**config.mk**
```make
export PLATFORM = sky130hd
export DESIGN_NAME = pwm_capture
export DESIGN_NICKNAME = d
export VERILOG_FILES = /design/src/rtl/pwm_capture.sv
export SDC_FILE = /design/constraint.sdc
export NUM_CORES = 1
export LEC_CHECK = 0
export BUFFER_PORTS_ARGS = -buffer_cell sky130_fd_sc_hd__buf_4
export CAP_MARGIN = 20
export CELL_PAD_IN_SITES_DETAIL_PLACEMENT = 0
export CELL_PAD_IN_SITES_GLOBAL_PLACEMENT = 1
export CORE_MARGIN = 3
export CORE_UTILIZATION = 44
export CTS_CLUSTER_DIAMETER = 50
export DETAILED_ROUTE_END_ITERATION = 6
export HOLD_SLACK_MARGIN = 0.06
export PLACE_DENSITY = 0.79
export SLEW_MARGIN = 20
export SYNTH_ARGS = -nofsm -noshare
export SYNTH_HDL_FRONTEND = slang
export SYNTH_SLANG_ARGS = --single-unit
```
**constraint.sdc**
```tcl
create_clock -name i_clk -period 2.8 [get_ports i_clk]
set_input_delay 0.42 -clock i_clk [delete_from_list [all_inputs] [get_ports i_clk]]
set_output_delay 0.42 -clock i_clk [all_outputs]
set_load 0.02 [all_outputs]
```
**src/rtl/pwm_capture.sv**
```systemverilog
// PWM burst analyser: measures period and high time of each cycle in i_clk units,
// and reports the pulse count once the line has been quiet for i_timeout clocks.
module pwm_capture #(
  parameter int CW = 32
) (
  input  logic          i_clk,
  input  logic          i_rst_n,
  input  logic          i_en,
  input  logic          i_pwm,
  input  logic [CW-1:0] i_timeout,
  output logic [CW-1:0] o_period,
  output logic [CW-1:0] o_high,
  output logic          o_valid,
  output logic          o_sat,
  output logic [15:0]   o_times,
  output logic          o_done,
  output logic          o_busy
);

  typedef enum logic {IDLE, MEAS} state_t;

  localparam logic [CW-1:0] CNT_MAX = '1;
  localparam logic [CW-1:0] CNT_ONE = CW'(1);

  state_t        state;
  logic          s_meta;
  logic          s_pwm;
  logic          s_d;
  logic          rise;
  logic          fall;
  logic [CW-1:0] r_pcnt;
  logic [CW-1:0] r_hcnt;
  logic [CW-1:0] r_hold;
  logic [15:0]   r_tcnt;

  // The whole chain resets high so a line already high at reset never looks like a rise;
  // a low line only produces a fall, which is harmless while idle.
  always_ff @(posedge i_clk) begin
    if (!i_rst_n) begin
      s_meta <= 1'b1;
      s_pwm  <= 1'b1;
      s_d    <= 1'b1;
    end else begin
      s_meta <= i_pwm;
      s_pwm  <= s_meta;
      s_d    <= s_pwm;
    end
  end

  assign rise   = s_pwm & ~s_d;
  assign fall   = ~s_pwm & s_d;
  assign o_busy = (state == MEAS);

  always_ff @(posedge i_clk) begin
    if (!i_rst_n) begin
      state    <= IDLE;
      r_pcnt   <= '0;
      r_hcnt   <= '0;
      r_hold   <= '0;
      r_tcnt   <= '0;
      o_period <= '0;
      o_high   <= '0;
      o_valid  <= 1'b0;
      o_sat    <= 1'b0;
      o_times  <= '0;
      o_done   <= 1'b0;
    end else begin
      o_valid <= 1'b0;
      o_done  <= 1'b0;
      if (!i_en) begin
        state  <= IDLE;
        r_pcnt <= '0;
        r_hcnt <= '0;
        r_hold <= '0;
        r_tcnt <= '0;
      end else begin
        case (state)
          IDLE: begin
            if (rise) begin
              state  <= MEAS;
              r_pcnt <= CNT_ONE;
              r_hcnt <= CNT_ONE;
              r_hold <= '0;
              r_tcnt <= 16'd1;
            end
          end
          MEAS: begin
            // A rise closes the running period, so it takes priority over a coincident timeout.
            if (rise) begin
              o_period <= r_pcnt;
              o_high   <= r_hold;
              o_sat    <= (r_pcnt == CNT_MAX) || (r_hold == CNT_MAX);
              o_valid  <= 1'b1;
              r_pcnt   <= CNT_ONE;
              r_hcnt   <= CNT_ONE;
              if (r_tcnt != 16'hFFFF) r_tcnt <= r_tcnt + 16'd1;
            end else if ((i_timeout != '0) && (r_pcnt == i_timeout)) begin
              o_times <= r_tcnt;
              o_done  <= 1'b1;
              state   <= IDLE;
            end else begin
              if (r_pcnt != CNT_MAX) r_pcnt <= r_pcnt + CNT_ONE;
              if (s_pwm && (r_hcnt != CNT_MAX)) r_hcnt <= r_hcnt + CNT_ONE;
              if (fall) r_hold <= r_hcnt;
            end
          end
          default: state <= IDLE;
        endcase
      end
    end
  end

endmodule

```
======== After elaboration in Yosys (flattened, before gate mapping) ========
Cells that the tools add are included.
Widths: inputs -> output; s select.
storage, ports and cells
  register bits after elaboration ......... 199
operators by class
  add/sub/neg operators ................... 3
  equal/unequal tests ..................... 15
  multiplexer cells ....................... 23
  bitwise operators ....................... 8
  reduce and logical (&&, ||, !) cells .... 13
operators by type and width
  cell                   number
  $mux 32                11
  $pmux 32 s2            3
  $add 32x1->32 const B  2
  $eq 32x32->1 const B   2
  $ne 32x32->1 const B   2
  $mux 16                3
  $eq 32x32->1           1
  $pmux 16 s2            1
  $reduce_bool 32->1     1
  $add 16x1->16 const B  1
  $ne 16x16->1 const B   1
  $reduce_and 3->1       5
  $reduce_and 4->1       2
  $ne 2x1->1 const B     3
  $ne 2x2->1 const B     3
  $ne 3x1->1 const B     2
  $not 1->1              6
  $mux 1                 4
  $reduce_or 4->1        1
  $ne 3x3->1 const B     1
  $and 1x1->1            2
  $logic_and 1x1->1      2
  $pmux 1 s2             1
  $reduce_and 2->1       1
  $logic_or 1x1->1       1

======== Depth between registers and ports, before layout ========
  word-level depth ........................ 6
  mapped depth ............................ 11
  mapped depth without buffers ............ 8

======== Worst setup path after synthesis ========
No wires, ideal clock.
  path kind ............................... register to register
  from .................................... reg state (netlist: o_busy)
  to ...................................... reg r_tcnt[14]
  library setup time ...................... 0.071 ns
  arrival time ............................ 2.376 ns
  path slack .............................. 0.353 ns
  stages on the path, launching flop included .. 9
  path buffers ............................ 1
  period minus slack after synthesis ...... 2.447 ns
  path through ............................ dfxtp_1 > clkbuf_1 > inv_1 > ha_1 > or2_2 > a31oi_2 > nand4_1 > or3_1 > a21oi_1
on the way
  word-level cells in the longest chain between the ends .. 3
  elaborated cells between the ends (all ways) .. 6
  those cells by class .................... 3 x eq/ne; 1 x mux; 1 x bitwise; 1 x reduce/logical
RTL lines
  what                               line  RTL
  start, declared                    25    state_t state;
  start signal, assigned             56    state <= IDLE;
  start signal, assigned             71    state <= IDLE;
  start signal, assigned             80    state <= MEAS;
  $not 1->1                          -
  $ne 2x2->1 (no source line)        -
  $reduce_and 3->1 (no source line)  -
  end signal, assigned               96    if (r_tcnt != 16'hFFFF) r_tcnt <= r_tcnt + 16'd1;
  end, declared                      34    logic [15:0] r_tcnt;
Several ways; a longest one is shown, not always the timed one.
A chain may end at the register's enable or synchronous reset.

======== Final worst setup path ========
  from .................................... reg r_pcnt[0]
  to ...................................... reg r_pcnt[29]
on the way
  word-level cells in the longest chain between the ends .. 5
  elaborated cells between the ends (all ways) .. 11
  those cells by class .................... 1 x add/sub; 4 x eq/ne; 4 x mux; 2 x reduce/logical
RTL lines
  what                    line  RTL
  start, declared         31    logic [CW-1:0] r_pcnt;
  start signal, assigned  102   if (r_pcnt != CNT_MAX) r_pcnt <= r_pcnt + CNT_ONE;
  $add 32x1->32           102
  $mux 32                 102
  $mux 32                 97    end else if ((i_timeout != '0) && (r_pcnt == i_timeout)) begin
  $mux 32                 89    if (rise) begin
  $pmux 32 s2             77    case (state)
Several ways; a longest one is shown, not always the timed one. The select of a mux whose other input is x is not followed.

==> metrics.yaml <==
grt_pass1_vias: 7783
finalSetupTns_ps: 0
grt_start_max_net_pins: 87
grt_antenna_before_repair: 0
detail_route.iter0.violations: 515
p_per_area_nw_per_um2: 511
setup_viol: 0
crit_start: "r_pcnt[0]$_SDFFE_PN0P_"
hold_depth: 2
gr-max-usage-layer: "met2"
wl_per_cell_um: 17.3
pwr-share-comb_pct: 4.3
tightestPinTransition_ps: 981
hold_viol_final: 0
worstSetupPathType: "flip-flop to flip-flop"
p_leak_uw: 0.00421
synth_top_area_share_pct: 44.4
dr_total_vias: 8003
grt_pass1_wl_um: 40400
r2r-start: "r_pcnt[0]$_SDFFE_PN0P_"
power_switching_uw: 1320
synth_area_leader_cell: "dfxtp_1"
diodes: 0
crit_slowest_cell: "or4_4"
ctsRootBufferMaster: "clkbuf_16"
period_share_pct: 96.4
dp_cells: 1401
crit_fanout: 23
ys_ff_latch: 199
synthFlopType: "dfxtp_1"
vias_per_cell: 5.58
synth_cells: 1027
met3_usage_pct: 4.07
grt_overflow: 0
rrSetupSlack_ps: 100
portBuffers: 119
syn_area_per_cell_um2: 8.73
drv_slew: 0
drive_above_1_share_pct: 21.1
postCtsSetupRepairBufs: 0
die_h_um: 149
cts-hold-fix-buffers: 0
path_clk_slew_ps: 70
cts_buffers: 17
hp-class: "input port to flip-flop"
row_count: 51
die_w_um: 149
cpPeakStageDelay_ps: 590
startpoint_type: "flip-flop"
intPower_uw: 4340
rr_worst_depth: 9
rsz0062_at_grt: "no"
yosys_warnings: 0
p_total_uw: 5650
arrival_ps: 3010
crit_chain: "ha_1 > nand3_2 > or4_4 > nor4_2 > a31oi_1 > a21boi_2 > buf_4 > a41oi_2 > a211oi_2"
drc: 0
syn-cell-area_um2: 8970
setup_slack_ps: 101
maxCapViolations: 0
ir_drop_v: 0.000449
status: "complete, no violations"
core-area_um2: 19700
yosysUniqueCellTypes: 63
final_antenna_net_count: 0
hp-start: "i_pwm"
ios: 120
critPathRequiredTime_ps: 3110
clock_sinks: 199
swShare_pct: 23.3
syn-num-nets: 1068
areaGrowthSynthToFinish_pct: 23.4
dp_slack_ps: -51.1
clockPowerShare_pct: 45.6
final_cells: 1433
gp_congestion: 0.848
clk_latency_ps: 450
async_reset_ff_share_pct: 0
cts_max_level: 4
yosysSeqAreaShare_pct: 44.4
slew_headroom_pct: 34.6
dieArea_um2: 22100
cts_tree: "built"
use_met1_pct: 30.2
fin_crit_ps: 2700
hold_ws_ps: 166
grt_use_total_pct: 22.5
max_freq_ghz: 0.371
start_util_pct: 45.5
nNetsFinal: 1196
finClkSkew_ps: 13.6
met2_usage_pct: 37.5
place_hpwl_um: 17100
cts_buffer_depth: 2
wl_um: 24800
synth_edf_count: 0
share_seq_of_total_power_pct: 50.1
drt_pass1_iterations: 6
cp-end-kind: "flip-flop"
yosys-top-cells-area: "dfxtp_1 44%, nand2_1 6.9%, a21boi_0 5.4%"
==> sequential cells by signal, summed over array words and instances (netlist names), 16 cells and up <==
signal and cells:
r_pcnt 32, r_hcnt 32, o_times 16, o_period 32, o_high 32, r_tcnt 16, r_hold 32
==> final timing paths <==
kind | endpoint
max | r_pcnt[29]$_SDFFE_PN0P_
min | s_meta$_SDFF_PN1_
max reg2reg | r_pcnt[29]$_SDFFE_PN0P_
min reg2reg | s_pwm$_SDFF_PN1_
==> synth_stat cells (18+ instances only) <==
cell type / count
dfxtp_1: 199
nand2_1: 165
a21boi_0: 64
nor2_1: 48
clkbuf_1: 44
nand3_1: 40
o21ai_0: 40
xor2_1: 36
a22o_1: 35
a21oi_1: 30
nand4_1: 28
o211ai_1: 28
nor4_1: 26
and3_1: 19
buf_2: 18
==> critical path, delay by kind of cell, from the launching register on <==
kind | cells | cell delay [ps]
buf+inv | 1 | 240
flops | 1 | 420
simple gates | 3 | 1070
fa+ha+maj | 1 | 250
compound gates | 4 | 590
==> metal layers <==
layer  part of all wire [%]  wire length, um
met2                     48            11900
met3                    4.4             1080
met1                     46            11400
met5                      0                0
met4                    1.7              411
==> repair_timing <==
action,4_1_cts,5_1_grt
resized for setup,0,2
endpoints found under the hold margin,0,0
setup endpoints to repair,0,19
==> cells in the final DEF (no fill, tap or decap), types with 3 or more instances in the layout <==
master | synthesis | layout
buf_12 | 0 | 6
mux2i_1 | 17 | 17
nor2b_1 | 17 | 17
or2_2 | 4 | 4
nand3_1 | 40 | 40
a32o_1 | 13 | 13
nand2b_1 | 6 | 6
or3_1 | 9 | 9
o211ai_1 | 28 | 28
nand4_1 | 28 | 28
inv_1 | 12 | 12
xor2_1 | 36 | 36
nor3_1 | 9 | 8
a21oi_1 | 30 | 30
nor3_2 | 2 | 3
dfxtp_1 | 199 | 198
xnor2_1 | 5 | 5
a22o_1 | 35 | 35
o31ai_1 | 12 | 12
a31oi_1 | 14 | 14
nand2_1 | 165 | 165
clkbuf_16 | 0 | 17
nor4_1 | 26 | 26
and3_1 | 19 | 19
and4_1 | 11 | 11
o22ai_1 | 8 | 8
inv_8 | 0 | 5
nor3b_1 | 3 | 3
ha_1 | 5 | 5
o21ai_0 | 40 | 40
o41ai_1 | 6 | 6
nor2_1 | 48 | 47
buf_4 | 3 | 181
a21boi_0 | 64 | 64
and2_1 | 4 | 4
==> power by group through the flow <==
stage	sequential [uW]	clock (uW)	combinational, uW
floorplan	2900	0	124
global placement	2900	0	244
detailed placement	2900	0	243
CTS	2830	2630	244
global route	2830	2730	261
finish	2830	2580	244
==> cell families (layout without fill, tap and decap cells) <==
logic type | after synthesis | in the layout | share of synthesized area, %
adder cells (fa/ha/maj) | 5 | 5 | 0.698
multiplexers | 17 | 17 | 1.90
flip-flops | 199 | 199 | 44.4
AND/OR/NAND/NOR | 408 | 408 | 22.9
AO/OA/AOI/OAI | 267 | 267 | 21.6
XOR/XNOR | 41 | 41 | 4.00
buffers and inverters | 90 | 231 | 4.48
==> through the flow <==
| stage | util [%] | instance area (um^2) |
|---|---|---|
| 3_3_place_gp | 52.9 | 10400 |
| 3_5_place_dp | 52.9 | 10400 |
| 4_1_cts | 56.1 | 11100 |
| 5_1_grt | 56.1 | 11100 |
| 2_1_floorplan | - | 8970 |
| 6_report | 56.1 | 11100 |
==> layout make-up <==
| type | instances | area [um^2] |
|---|---|---|
| fillers | 1832 | 8650 |
| repair buffers | 187 | 1480 |
| multi-input cells | 738 | 4600 |
| clock inverters | 12 | 163 |
| flip-flops and latches | 199 | 3990 |
| well taps | 265 | 332 |
| inverters | 12 | 45.0 |
| clock buffers | 20 | 457 |
(Power assumes the default switching activity.)
